### config.mk
export PLATFORM = sky130hd
export DESIGN_NAME = s_res_sched_flat
export DESIGN_NICKNAME = d
export VERILOG_FILES = /design/src/rtl/s_res_sched_pkg.sv /design/src/rtl/s_res_sched_if.sv /design/src/rtl/s_res_slot.sv /design/src/rtl/s_res_sched.sv /design/src/flat_wrapper.sv
export SDC_FILE = /design/constraint.sdc
export NUM_CORES = 1
export LEC_CHECK = 0
export ABC_AREA = 1
export ABC_CLOCK_PERIOD_IN_PS = 3900
export CORE_MARGIN = 2
export CORE_UTILIZATION = 45
export CTS_BUF_LIST = sky130_fd_sc_hd__clkbuf_8
export DETAILED_ROUTE_END_ITERATION = 6
export SLEW_MARGIN = 20
export SYNTH_ARGS = -nofsm -noshare
export SYNTH_HDL_FRONTEND = slang
export SYNTH_SLANG_ARGS = --single-unit
### constraint.sdc
create_clock -name clk -period 3.9 [get_ports clk]
set_input_delay 0.585 -clock clk [delete_from_list [all_inputs] [get_ports clk]]
set_output_delay 0.585 -clock clk [all_outputs]
set_load 0.01 [all_outputs]
### src/rtl/s_res_sched_pkg.sv
// Shared constants for the S-register result scheduler: SBUS source codes,
// default geometry and a small delay-width helper.
package s_res_sched_pkg;

    // Default geometry. SCHED_DEPTH tracks the latency LUT maximum (14) plus one spare slot.
    localparam int unsigned SBUS_W      = 5;
    localparam int unsigned SREG_AW     = 3;
    localparam int unsigned SCHED_DEPTH = 15;

    typedef logic [SBUS_W-1:0] sbus_code_t;

    // SBUS source codes. SBUS_NONE is what the mux selects when no S write is pending.
    localparam sbus_code_t SBUS_NONE  = 5'd0;
    localparam sbus_code_t SBUS_IMM   = 5'd1;
    localparam sbus_code_t SBUS_SJ    = 5'd2;
    localparam sbus_code_t SBUS_ADD   = 5'd3;
    localparam sbus_code_t SBUS_LOG   = 5'd4;
    localparam sbus_code_t SBUS_SHIFT = 5'd5;
    localparam sbus_code_t SBUS_POP   = 5'd6;
    localparam sbus_code_t SBUS_MEM   = 5'd7;
    localparam sbus_code_t SBUS_RTC   = 5'd8;
    localparam sbus_code_t SBUS_VM    = 5'd9;
    localparam sbus_code_t SBUS_FADD  = 5'd10;
    localparam sbus_code_t SBUS_FMUL  = 5'd11;
    localparam sbus_code_t SBUS_RECIP = 5'd12;

    // Bits needed to express a delay of 0..depth.
    function automatic int unsigned delay_width(input int unsigned depth);
        return $clog2(depth + 1);
    endfunction

endpackage

### src/rtl/s_res_sched_if.sv
// Issue-side and write-port signals of the S result scheduler.
// master = issue control / S-register file, slave = the scheduler.
interface s_res_sched_if
    import s_res_sched_pkg::*;
#(
    parameter int unsigned SRC_W  = SBUS_W,
    parameter int unsigned ADDR_W = SREG_AW,
    parameter int unsigned DLY_W  = delay_width(SCHED_DEPTH)
) ();

    // Issue request
    logic                    i_issue;
    logic                    i_dest_en;
    logic [DLY_W-1:0]        i_delay;
    logic [SRC_W-1:0]        i_src;
    logic [ADDR_W-1:0]       i_dest;
    logic                    i_clear;

    // Issue feedback
    logic                    o_conflict;
    logic [(1<<ADDR_W)-1:0]  o_s_busy;
    logic                    o_err;

    // S-register write port
    logic                    o_wr_en;
    logic [ADDR_W-1:0]       o_wr_addr;
    logic [SRC_W-1:0]        o_sbus_sel;

    modport master (
        output i_issue, i_dest_en, i_delay, i_src, i_dest, i_clear,
        input  o_conflict, o_s_busy, o_err, o_wr_en, o_wr_addr, o_sbus_sel
    );

    modport slave (
        input  i_issue, i_dest_en, i_delay, i_src, i_dest, i_clear,
        output o_conflict, o_s_busy, o_err, o_wr_en, o_wr_addr, o_sbus_sel
    );

endinterface

### src/rtl/s_res_slot.sv
// One delay slot of the result scheduler: holds {valid, src, dest} and either
// takes a new result, shifts in its upstream neighbour, or is flushed.
module s_res_slot
    import s_res_sched_pkg::*;
#(
    parameter int unsigned      SRC_W    = SBUS_W,
    parameter int unsigned      ADDR_W   = SREG_AW,
    parameter logic [SRC_W-1:0] SRC_NONE = SRC_W'(SBUS_NONE)
) (
    input  logic              clk,
    input  logic              rst,
    input  logic              i_clear,
    input  logic              i_load,
    input  logic [SRC_W-1:0]  i_load_src,
    input  logic [ADDR_W-1:0] i_load_dest,
    input  logic              i_shift_valid,
    input  logic [SRC_W-1:0]  i_shift_src,
    input  logic [ADDR_W-1:0] i_shift_dest,
    output logic              o_valid,
    output logic [SRC_W-1:0]  o_src,
    output logic [ADDR_W-1:0] o_dest
);

    logic              r_valid;
    logic [SRC_W-1:0]  r_src;
    logic [ADDR_W-1:0] r_dest;

    // Flush beats load, load beats shift; empty slots always hold {NONE, 0}.
    always_ff @(posedge clk or posedge rst) begin
        if (rst) begin
            r_valid <= 1'b0;
            r_src   <= SRC_NONE;
            r_dest  <= '0;
        end else if (i_clear) begin
            r_valid <= 1'b0;
            r_src   <= SRC_NONE;
            r_dest  <= '0;
        end else if (i_load) begin
            r_valid <= 1'b1;
            r_src   <= i_load_src;
            r_dest  <= i_load_dest;
        end else begin
            r_valid <= i_shift_valid;
            r_src   <= i_shift_src;
            r_dest  <= i_shift_dest;
        end
    end

    assign o_valid = r_valid;
    assign o_src   = r_src;
    assign o_dest  = r_dest;

endmodule

### src/rtl/s_res_sched.sv
// S-register result scheduler. Each accepted result is dropped into the slot
// matching its latency and marches down to slot 0, which drives the S write
// port. Issue control gets a slot-conflict stall flag and a per-register busy map.
module s_res_sched
    import s_res_sched_pkg::*;
#(
    parameter int unsigned DEPTH  = SCHED_DEPTH,
    parameter int unsigned SRC_W  = SBUS_W,
    parameter int unsigned ADDR_W = SREG_AW
) (
    input  logic         clk,
    input  logic         rst,
    s_res_sched_if.slave bus
);

    localparam int unsigned      DLY_W  = delay_width(DEPTH);
    localparam int unsigned      NREG   = 1 << ADDR_W;
    localparam logic [SRC_W-1:0] W_NONE = SRC_W'(SBUS_NONE);

    // Index DEPTH is a permanently empty pseudo-slot feeding the top of the chain;
    // it also makes i_delay == DEPTH read back as "free" in the conflict check.
    logic [DEPTH:0]    w_valid;
    logic [SRC_W-1:0]  w_src  [DEPTH+1];
    logic [ADDR_W-1:0] w_dest [DEPTH+1];
    logic [DEPTH-1:0]  w_load;

    logic              w_request;
    logic              w_conflict;
    logic              w_accept;
    logic              w_bad_delay;
    logic [NREG-1:0]   w_busy;
    logic              r_err;

    assign w_valid[DEPTH] = 1'b0;
    assign w_src[DEPTH]   = W_NONE;
    assign w_dest[DEPTH]  = '0;

    // A request only exists for a real S write with a nonzero latency.
    assign w_request   = bus.i_issue & bus.i_dest_en & (bus.i_delay != '0);
    assign w_bad_delay = bus.i_issue & bus.i_dest_en & (bus.i_delay == '0);

    // slot[d] moves into slot[d-1] on this edge, so that is the entry we would collide with.
    assign w_conflict  = w_request & w_valid[bus.i_delay];

    // Flush wins over a same-cycle accept.
    assign w_accept    = w_request & ~w_conflict & ~bus.i_clear;

    // Slot chain: slot k shifts in slot k+1 and loads when the latency selects it.
    for (genvar k = 0; k < DEPTH; k++) begin : g_slot
        assign w_load[k] = w_accept & (bus.i_delay == DLY_W'(k + 1));

        s_res_slot #(
            .SRC_W    (SRC_W),
            .ADDR_W   (ADDR_W),
            .SRC_NONE (W_NONE)
        ) u_slot (
            .clk           (clk),
            .rst           (rst),
            .i_clear       (bus.i_clear),
            .i_load        (w_load[k]),
            .i_load_src    (bus.i_src),
            .i_load_dest   (bus.i_dest),
            .i_shift_valid (w_valid[k+1]),
            .i_shift_src   (w_src[k+1]),
            .i_shift_dest  (w_dest[k+1]),
            .o_valid       (w_valid[k]),
            .o_src         (w_src[k]),
            .o_dest        (w_dest[k])
        );
    end

    // Busy map: a register is busy while any live slot (including slot 0) targets it.
    always_comb begin
        w_busy = '0;
        for (int k = 0; k < DEPTH; k++) begin
            if (w_valid[k]) begin
                w_busy[w_dest[k]] = 1'b1;
            end
        end
    end

    // Zero-latency S write is a decode error; flag it for one cycle.
    always_ff @(posedge clk or posedge rst) begin
        if (rst) begin
            r_err <= 1'b0;
        end else begin
            r_err <= w_bad_delay;
        end
    end

    assign bus.o_conflict = w_conflict;
    assign bus.o_s_busy   = w_busy;
    assign bus.o_err      = r_err;
    assign bus.o_wr_en    = w_valid[0];
    assign bus.o_wr_addr  = w_dest[0];
    assign bus.o_sbus_sel = w_valid[0] ? w_src[0] : W_NONE;

endmodule
### src/flat_wrapper.sv
// flat-port wrapper written by rule: the top's interface ports become plain ports
module s_res_sched_flat import s_res_sched_pkg::*;
#(
    parameter int unsigned DEPTH  = SCHED_DEPTH,
    parameter int unsigned SRC_W  = SBUS_W,
    parameter int unsigned ADDR_W = SREG_AW
)
  (clk, rst, bus_i_issue, bus_i_dest_en, bus_i_delay, bus_i_src, bus_i_dest, bus_i_clear, bus_o_conflict, bus_o_s_busy, bus_o_err, bus_o_wr_en, bus_o_wr_addr, bus_o_sbus_sel);
  s_res_sched_if #(.SRC_W(SRC_W), .ADDR_W(ADDR_W)) bus_i ();
  input  logic clk;
  input  logic rst;
  input wire logic [$bits(bus_i.i_issue)-1:0] bus_i_issue;
  input wire logic [$bits(bus_i.i_dest_en)-1:0] bus_i_dest_en;
  input wire logic [$bits(bus_i.i_delay)-1:0] bus_i_delay;
  input wire logic [$bits(bus_i.i_src)-1:0] bus_i_src;
  input wire logic [$bits(bus_i.i_dest)-1:0] bus_i_dest;
  input wire logic [$bits(bus_i.i_clear)-1:0] bus_i_clear;
  output wire logic [$bits(bus_i.o_conflict)-1:0] bus_o_conflict;
  output wire logic [$bits(bus_i.o_s_busy)-1:0] bus_o_s_busy;
  output wire logic [$bits(bus_i.o_err)-1:0] bus_o_err;
  output wire logic [$bits(bus_i.o_wr_en)-1:0] bus_o_wr_en;
  output wire logic [$bits(bus_i.o_wr_addr)-1:0] bus_o_wr_addr;
  output wire logic [$bits(bus_i.o_sbus_sel)-1:0] bus_o_sbus_sel;
  assign bus_i.i_issue = bus_i_issue;
  assign bus_i.i_dest_en = bus_i_dest_en;
  assign bus_i.i_delay = bus_i_delay;
  assign bus_i.i_src = bus_i_src;
  assign bus_i.i_dest = bus_i_dest;
  assign bus_i.i_clear = bus_i_clear;
  assign bus_o_conflict = bus_i.o_conflict;
  assign bus_o_s_busy = bus_i.o_s_busy;
  assign bus_o_err = bus_i.o_err;
  assign bus_o_wr_en = bus_i.o_wr_en;
  assign bus_o_wr_addr = bus_i.o_wr_addr;
  assign bus_o_sbus_sel = bus_i.o_sbus_sel;
  s_res_sched #(.DEPTH(DEPTH), .SRC_W(SRC_W), .ADDR_W(ADDR_W)) u_core (.clk(clk), .rst(rst), .bus(bus_i));
endmodule
==> results by group, run 1 <==
Status
  • Outcome: complete, no violations

Route
  • # DRC: 0
  • Drt pass-1 iters: 5
  • Vias per cell: approximately 5.0
  • First DRT Iteration DRCs: 728
  • Total Wirelength: around 23000 um
  • DR vias: 6834
  • Wire length per cell: between 15 and 20 um
  • Antenna-violating nets left: 0

Layout
  • Post-route design area: around 8500 um^2
  • Layout Utilization: 0.511
  • Register area: between 3000 and 4000 um^2
  • Final nets: 1149
  • # fillers: approximately 1700
  • Most common cell after layout, fill and taps aside: nand2_1
  • Multi-input logic area: approximately 3300 um^2
  • N_diodes: 0
  • Share of cells above drive strength 1: 0.0569
  • Area Overhead vs Synth: 11.0%
  • Most frequent cells in the layout: 324 x nand2_1, 292 x nor2_1, 167 x inv_1

Setup path
  • Largest fanout on the critical path: 11
  • Crit path DAT: 2.68 ns
  • Startpoint Class: input port
  • Critical Path RT: ~3.3 ns
  • Slowest stage delay, CP: 0.63 ns
  • Critical Path End Type: output pin
  • Critical-path cell list: clkdlybuf4s50_1, inv_1, nand2_1, nand2_1, nand2_1, nand2_1, nand2_1, nand2_1, nor2_8, nor2_1, clkdlybuf4s50_1
  • Slowest stage cell, crit path: clkdlybuf4s50_1
  • Worst path most repeated cell: nand2_1
  • CP Class: input port to output pin

Placed design
  • PortBufs: 35
  • Placement Setup Slack: 0.659 ns
  • Final RePlAce weighted congestion: ~1.0
  • DP HPWL: 16400 um
  • Placed cell areas: just over 8000 um^2

Timing
  • FMAX: around 300 MHz
  • Final min period: about 3.3 ns
  • Final worst setup slack: 0.635 ns
  • Unrepaired setup endpoints after global routing: no
  • TNS Setup: 0 ns
  • Final Cycle Share: 0.837
  • Final Setup Violations: 0
  • Final Max Slew Viols: 0
  • Tightest Pin Transition: roughly 1 ns
  • Min Hold Slack: between 0.5 and 0.6 ns
  • Fin. Hold Viols: 0
  • Max transition margin: 0.339
  • Layout Skew: between 0.015 and 0.02 ns

Floorplan
  • Core region area: between 15000 and 20000 um^2
  • Chip Width: about 130 um
  • Initial core utilization: 0.460
  • Die height: 134 um
  • Die footprint: 18000 um^2
  • IO Count: 36
  • Rows: 47

Power
  • P_sw: about 0.00074 W
  • Logic pwr share: 0.064
  • Pint: about 0.0020 W
  • Register share of total power: 0.526
  • Sw Share: 0.275
  • Clock network fraction of total power: 0.410
  • Total power density per cell area: roughly 320 nW/um^2
  • VDD IR-drop max: between 0.0002 and 0.00025 V
  • Leakage: roughly 4.7 nW

Synthesis
  • Post-synthesis cell type count: 31
  • Syn_nets: 1127
  • Proportion of synthesized area in mux cells: 0
  • Number of synthesized register bits: 136
  • Seq/Total Area, Yosys: 0.446
  • XOR/XNOR Fraction of Synth Area: 0
  • YS warnings: 0
  • Area share of and/or/nand/nor cells after synthesis: 0.400
  • Syn avg cell area: between 6 and 7 um^2
  • Compound-Gate Fraction of Synth Area: 0.0344
  • Post-synthesis cell area: approximately 7600 um^2
  • Largest family of logic cells by synthesized area: simple AND/OR/NAND/NOR gates
  • Cells after synthesis: approximately 1100
  • Adder-Cell Fraction of Synth Area: 0

Global route
  • Initial antenna violation count: 0
  • Total GRT Usage: 0.264
  • Vias in the first global route: between 6000 and 7000
  • Final global-route overflow total: 0
  • Pin count of the biggest net entering global routing: 43
  • Global-route wire length before repair: between 30000 and 40000 um

Clocking
  • Clk buf depth: 2
  • Inserted Clock Buffers: 17
  • Cts-stage hold buffer count: 0
  • Clock slew at reported path FFs: around 0.080 ns
  • Setup Buffers After CTS: 0
  • Clk_lat worst skew: 0.46 ns
  • Clk sinks: 136
  • Root Buffer: clkbuf_8
  • Resize count post-CTS: 0
  • CTS tree: built
  • H-tree depth: 4

Hold path
  • Worst Hold Class: flop to flop

Job
  • Max-Cap Viols: 0
-- power by group through the flow --
stage	Clock, W	Combinational [W]	Sequential, W
3_5_place_dp	0	0.000175	0.00145
2_1_floorplan	0	0.0000982	0.00145
6_report	0.00111	0.000174	0.00142
3_3_place_gp	0	0.000176	0.00145
4_1_cts	0.00114	0.000176	0.00142
5_1_grt	0.00119	0.000194	0.00143
-- cells in the mapped netlist, drive strengths merged --
cell | number | share of area
nand2 | 326 | 0.16
nor2 | 295 | 0.15
inv | 170 | 0.084
dfrtp | 136 | 0.45
nand3 | 47 | 0.049
clkbuf | 24 | 0.012
nand4 | 21 | 0.017
buf | 19 | 0.025
nor3 | 17 | 0.011
a21oi | 15 | 0.0098
nor4 | 15 | 0.012
o2111ai | 6 | 0.0069
o22ai | 5 | 0.0041
o221ai | 4 | 0.0046
o21ai | 2 | 0.0013
o31ai | 2 | 0.0020
o32ai | 2 | 0.0023
a31oi | 1 | 0.00082
a41oi | 1 | 0.0011
nor3b | 1 | 0.00098
o221a | 1 | 0.0015
-- critical path, delay by kind of cell --
kind | cells | cell delay, ns
buffers and inverters | 3 | 1.44
and+or+nand+nor | 8 | 0.64
-- flip-flops by register name (all words and copies together) (netlist names) --
name	cells
u_core.g_slot.u_slot.o_valid	15
u_core.g_slot.u_slot.o_dest	45
u_core.g_slot.u_slot.o_src	75
u_core.bus.o_err	1
-- routing by layer --
layer	GRT usage	wire (um)
met4	0.0924	621
met3	0.0556	1080
met5	0	0
met1	0.361	10500
met2	0.417	10500
-- cells by family (layout without fill, tap and decap cells) --
kind of cell | Yosys count | in the layout
AOI/OAI and AO/OA | 39 | 39
and+or+nand+nor | 722 | 722
DFF | 136 | 136
buffers and inverters | 213 | 246
-- final cells by class --
cell class                      count  area share
Clock buffer                       17      0.0276
Clock inverter                     13      0.0143
Inverter                          170      0.0759
Multi-Input combinational cell    761       0.391
Sequential cell                   136       0.402
Tap cell                          220      0.0325
Timing Repair Buffer               46      0.0570
-- per-stage QoR --
stage	power (W)	instances
floorplan	0.00155	1110
global placement	0.00163	1333
detailed placement	0.00163	1333
CTS	0.00274	1363
global route	0.00281	1363
finish	0.00271	1363
-- worst paths after layout --
check | endpoint | slack (ns) | start | cells after the start
hold / removal | u_core.g_slot[4].u_slot.o_src[0] | 0.55 | u_core.g_slot[5].u_slot.o_src[0] | 4
max in group asynchronous | u_core.g_slot[12].u_slot.o_src[1] | 2.54 | rst | 3
setup reg to reg | u_core.g_slot[12].u_slot.o_dest[0] | 1.64 | u_core.g_slot[0].u_slot.o_valid | 12
min in group asynchronous | u_core.g_slot[7].u_slot.o_src[2] | 0.57 | rst | 2
setup / recovery | bus_o_conflict | 0.63 | bus_i_delay[0] | 11
hold reg to reg | u_core.g_slot[4].u_slot.o_src[0] | 0.55 | u_core.g_slot[5].u_slot.o_src[0] | 4
Note: power is estimated with default switching activity, not from simulation.
==> run 2, diff against run 1 <==
ABC_CLOCK_PERIOD_IN_PS = 2700   (was 3900)
clock period = 2.7 ns   (was 3.9 ns; I/O delays follow)
==> run 2 against run 1 <==
Compared with the run above: combinational power increased by 53%; highest routed layer unchanged; sequential share of layout area is 1.4 points lower; critical path depth decreased by 6.
==> results by group, run 2 (synthesis results as in run 1) <==
Status
  • Outcome: complete, no violations

Layout
  • Area Overhead vs Synth: 15.2%
  • Most frequent cells in the layout: 323 x nand2_1, 291 x nor2_1, 167 x inv_1
  • # fillers: about 1700
  • Final nets: around 1200
  • Layout Cells excl Fill: ~1400
  • N_diodes: 0
  • Most common cell after layout, fill and taps aside: nand2_1
  • Share of cells above drive strength 1: 0.0886
  • Max reg flops: 75
  • Post-route design area: roughly 8800 um^2

Setup path
  • CP Class: flop to output pin
  • Slowest stage cell, crit path: clkdlybuf4s50_1
  • Worst R2R Setup Slack: 0.50 ns
  • Largest fanout on the critical path: 5
  • Critical Path RT: 2.30 ns
  • Crit path DAT: ~2.2 ns
  • Slowest stage delay, CP: between 0.5 and 0.6 ns
  • Critical Path End Type: output pin
  • Critical-path cell list: inv_1, nor4_1, nor3b_1, nand4_1, clkdlybuf4s50_1
  • Startpoint Class: flop

Placed design
  • Placed cells: ~1300
  • PortBufs: 35
  • Placed cell areas: between 8000 and 9000 um^2
  • DP HPWL: 16700 um
  • Placement Setup Slack: -0.0792 ns
  • Final RePlAce weighted congestion: 0.978

Route
  • Vias per cell: 4.92
  • DR vias: roughly 7000
  • Wire length per cell: roughly 17 um
  • Drt pass-1 iters: 5
  • # DRC: 0
  • Antenna-violating nets left: 0
  • Total Wirelength: between 20000 and 25000 um
  • First DRT Iteration DRCs: roughly 500

Timing
  • Fin. Hold Viols: 0
  • Tightest Pin Transition: approximately 0.76 ns
  • FMAX: about 380 MHz
  • Layout Skew: 0.0158 ns
  • Max transition margin: 0.490
  • Final Max Slew Viols: 0
  • Final Cycle Share: 0.976
  • TNS Setup: 0 ns
  • Final Setup Violations: 0
  • Final worst setup slack: about 0.065 ns
  • Min Hold Slack: approximately 0.37 ns
  • Final min period: approximately 2.6 ns

Power
  • Pint: 0.00306 W
  • Clock network fraction of total power: 0.443
  • Register share of total power: 0.493
  • Logic pwr share: 0.064
  • Leakage: roughly 4.9 nW
  • VDD IR-drop max: a little under 0.0003 V
  • Total power density per cell area: between 400 and 500 nW/um^2
  • P_sw: approximately 0.0011 W
  • Sw Share: 0.267

Clocking
  • Cts-stage hold buffer count: 0
  • Clock slew at reported path FFs: ~0.09 ns
  • CTS tree: built
  • Inserted Clock Buffers: 17
  • H-tree depth: 4
  • Clk_lat worst skew: roughly 0.46 ns
  • Clk sinks: 136
  • Clk buf depth: 2
  • Root Buffer: clkbuf_8

Floorplan
  • Initial core utilization: 0.460
  • Rows: 47
  • Core region area: 16600 um^2
  • Die height: between 100 and 150 um
  • Chip Width: 134 um
  • IO Count: 36
  • Die footprint: between 15000 and 20000 um^2

Global route
  • Final global-route overflow total: 0
  • Vias in the first global route: approximately 6500
  • Total GRT Usage: 0.268
  • Initial antenna violation count: 0
  • Global-route wire length before repair: 36700 um
  • Pin count of the biggest net entering global routing: between 70 and 80

Hold path
  • Worst Hold Class: input port to async pin

Job
  • Max-Cap Viols: 0
run 2: critical path: cells and delay by family (launching register included):
kind	cells	cell delay [ns]
flip-flops	1	0.44
buffers and inverters	2	0.70
AND/OR/NAND/NOR	3	0.64
run 2: cell type report:
type                       instances  area [um^2]  area share
multi-input combinational        761         3380       0.384
sequential                       136         3410       0.388
clock inverter                    15          193      0.0219
inverter                         170          643      0.0732
timing repair buffer              64          657      0.0747
tap                              220          275      0.0313
clock buffer                      17          234      0.0266
run 2: repair_timing:
item	CTS	global route
buffers inserted	2	1
endpoints found under the setup margin	7	7
resized for setup	5	19
pin swaps	0	3
run 2: metal layers:
metal | track usage | wire length, um | vias up
met1 | 0.367 | 10700 | 3190
met5 | 0 | 0 | -
met4 | 0.0760 | 503 | 0
met2 | 0.436 | 10800 | 152
met3 | 0.0533 | 1050 | 31
li1 | - | - | 3430
run 2: power by group through the flow:
stage | combinational [W] | sequential [W] | clock [W]
finish | 0.000267 | 0.00206 | 0.00185
global route | 0.000297 | 0.00206 | 0.00198
CTS | 0.000270 | 0.00206 | 0.00189
detailed placement | 0.000268 | 0.00210 | 0
global placement | 0.000269 | 0.00210 | 0
floorplan | 0.000142 | 0.00209 | 0
run 2: final timing paths:
path | end | cells after the start | from
setup / recovery | bus_o_s_busy[5] | 5 | u_core.g_slot[10].u_slot.o_dest[0]
hold / removal | u_core.g_slot[5].u_slot.o_src[3] | 2 | rst
max in group asynchronous | u_core.g_slot[0].u_slot.o_valid | 3 | rst
setup reg to reg | u_core.g_slot[11].u_slot.o_dest[0] | 13 | u_core.g_slot[0].u_slot.o_valid
hold reg to reg | u_core.g_slot[3].u_slot.o_src[0] | 4 | u_core.g_slot[4].u_slot.o_src[0]
min in group clk | u_core.bus.o_err | 3 | bus_i_dest_en
run 2: per-stage QoR:
stage               total power (W)  utilization
CTS                         0.00421        0.526
detailed placement          0.00237        0.498
finish                      0.00417        0.530
global placement            0.00237        0.498
floorplan                   0.00224            -
global route                0.00434        0.530
==> run 3, diff against run 2 <==
PLACE_DENSITY_LB_ADDON = 0.25   (was default)
==> run 3 against run 2 <==
Compared with the run above: critical path depth unchanged; the flow now finishes with violations (negative setup slack); setup slack worse by 0.070 ns; utilization is 0.053 points higher; global-route usage grew 1.1 points; die area unchanged; flip-flop and latch count unchanged; first-iteration DRC count up 3.0%; combinational power is essentially flat; sequential power hardly changed; sequential share of layout area about the same; fmax fell by 2.6%.
==> results by group, run 3 (synthesis results as in run 1) <==
Clocking
  • Inserted Clock Buffers: 17
  • Clock slew at reported path FFs: 0.08 ns
  • CTS tree: built
  • Clk_lat worst skew: 0.47 ns
  • Root Buffer: clkbuf_8
  • H-tree depth: 4
  • Clk sinks: between 100 and 150
  • Cts-stage hold buffer count: 0
  • Clk buf depth: 2

Layout
  • Post-route design area: between 8000 and 9000 um^2
  • Most frequent cells in the layout: 324 x nand2_1, 291 x nor2_1, 166 x inv_1
  • N_diodes: 0
  • Share of cells above drive strength 1: 0.0963
  • Area Overhead vs Synth: 15.3%
  • Layout Cells excl Fill: 1383
  • Layout Utilization: 0.531
  • Most common cell after layout, fill and taps aside: nand2_1
  • Final nets: ~1200
  • Max reg flops: 75

Route
  • First DRT Iteration DRCs: 517
  • Total Wirelength: 23800 um
  • Wire length per cell: 17.2 um
  • DR vias: approximately 6900
  • Vias per cell: approximately 5
  • # DRC: 0
  • Antenna-violating nets left: 0
  • Drt pass-1 iters: 7

Floorplan
  • Rows: between 40 and 50
  • Die footprint: roughly 18000 um^2
  • IO Count: 36
  • Initial core utilization: 0.460
  • Chip Width: 134 um
  • Die height: around 130 um
  • Core region area: 16600 um^2

Setup path
  • CP startpoint: u_core.g_slot[7].u_slot.o_dest[0]
  • R2r endpoint: u_core.g_slot[0].u_slot.o_src[1]
  • Critical Path End Type: output pin
  • Path depth of the worst reg2reg path: 13
  • Critical Path RT: 2.30 ns
  • CP Class: flop to output pin
  • R2R Path Start: u_core.g_slot[9].u_slot.o_valid
  • Worst R2R Setup Slack: around 0.43 ns
  • Startpoint Class: flop
  • Largest fanout on the critical path: 6
  • Crit path DAT: around 2.3 ns

Power
  • P_sw: around 0.0010 W
  • Pint: about 0.0029 W
  • Leakage: 4.89 nW
  • VDD IR-drop max: 0.000297 V
  • Clock network fraction of total power: 0.416
  • Total power density per cell area: between 400 and 500 nW/um^2
  • Logic pwr share: 0.067
  • Sw Share: 0.260
  • Register share of total power: 0.517

Global route
  • Initial antenna violation count: 0
  • Global-route wire length before repair: around 37000 um
  • Pin count of the biggest net entering global routing: 82
  • Final global-route overflow total: 0
  • Vias in the first global route: roughly 6600
  • Total GRT Usage: 0.279

Job
  • Max-Cap Viols: 0

Timing
  • Final Setup Violations: 1
  • Fin. Hold Viols: 0
  • Final Max Slew Viols: 0
  • Min Hold Slack: around 0.23 ns
  • Layout Skew: about 0.015 ns
  • Unrepaired setup endpoints after global routing: yes
  • Final min period: 2.71 ns
  • Max transition margin: 0.406
  • Final Cycle Share: 1.00
  • Final worst setup slack: -0.00564 ns
  • FMAX: ~370 MHz
  • Tightest Pin Transition: slightly below 0.9 ns

Status
  • Outcome: finished with violations
  • Failing checks: negative setup slack

Placed design
  • Final RePlAce weighted congestion: approximately 1
  • Placement Setup Slack: -0.0501 ns
  • Placed cells: approximately 1300
  • DP HPWL: ~17000 um
  • Placed cell areas: 8290 um^2
  • PortBufs: 35

Hold path
  • Worst Hold Class: input port to async pin
-- run 3: power groups by stage --
stage | Clock (W) | Sequential (W) | Combinational [W]
after global placement | 0 | 0.00210 | 0.000268
after floorplan | 0 | 0.00209 | 0.000142
after CTS | 0.00169 | 0.00206 | 0.000269
final | 0.00165 | 0.00206 | 0.000267
after global routing | 0.00177 | 0.00206 | 0.000297
after detailed placement | 0 | 0.00210 | 0.000268
-- run 3: metrics by stage --
stage,power (W),TNS (ns)
floorplan,0.00224,0
global placement,0.00237,-0.104
detailed placement,0.00237,-0.510
CTS,0.00401,0
global route,0.00413,-0.0374
finish,0.00398,-0.00564
-- run 3: critical path, stage by stage (launching register included) --
cell and delay (ns):
dfrtp_1 0.47, inv_1 0.19, nor4_2 0.37, nor3_1 0.08
nand3_1 0.16, clkdlybuf4s50_1 0.57
-- run 3: how the worst max path moves through the flow --
stage | endpoint
after floorplan | u_core.bus.o_err
after CTS | bus_o_s_busy[2]
after global routing | bus_o_s_busy[7]
after detailed placement | u_core.g_slot[0].u_slot.o_src[1]
final | bus_o_s_busy[7]
after global placement | u_core.g_slot[0].u_slot.o_src[1]
-- run 3: cell type report --
| class | count | area, um^2 |
|---|---|---|
| multi-input cells | 761 | 3400 |
| clock buffers | 21 | 289 |
| clock inverters | 11 | 97.6 |
| flip-flops and latches | 136 | 3420 |
| well taps | 220 | 275 |
| fillers | 1675 | 7780 |
| inverters | 170 | 643 |
| repair buffers | 64 | 673 |
-- run 3: timing repair --
| item | 4_1_cts | 5_1_grt |
|---|---|---|
| gates resized for setup | 17 | 17 |
| buffers inserted | 0 | 2 |
| setup endpoints to repair | 9 | 7 |
| pin swaps | 1 | 2 |
-- run 3: per-layer routing --
layer  wire length [um]  global-route usage  up-vias
li1                   -                   -     3432
met5                  0                   0        -
met4                529              0.0895        0
met2              11100               0.439      164
met1              10900               0.388     3290
met3               1300              0.0582       38
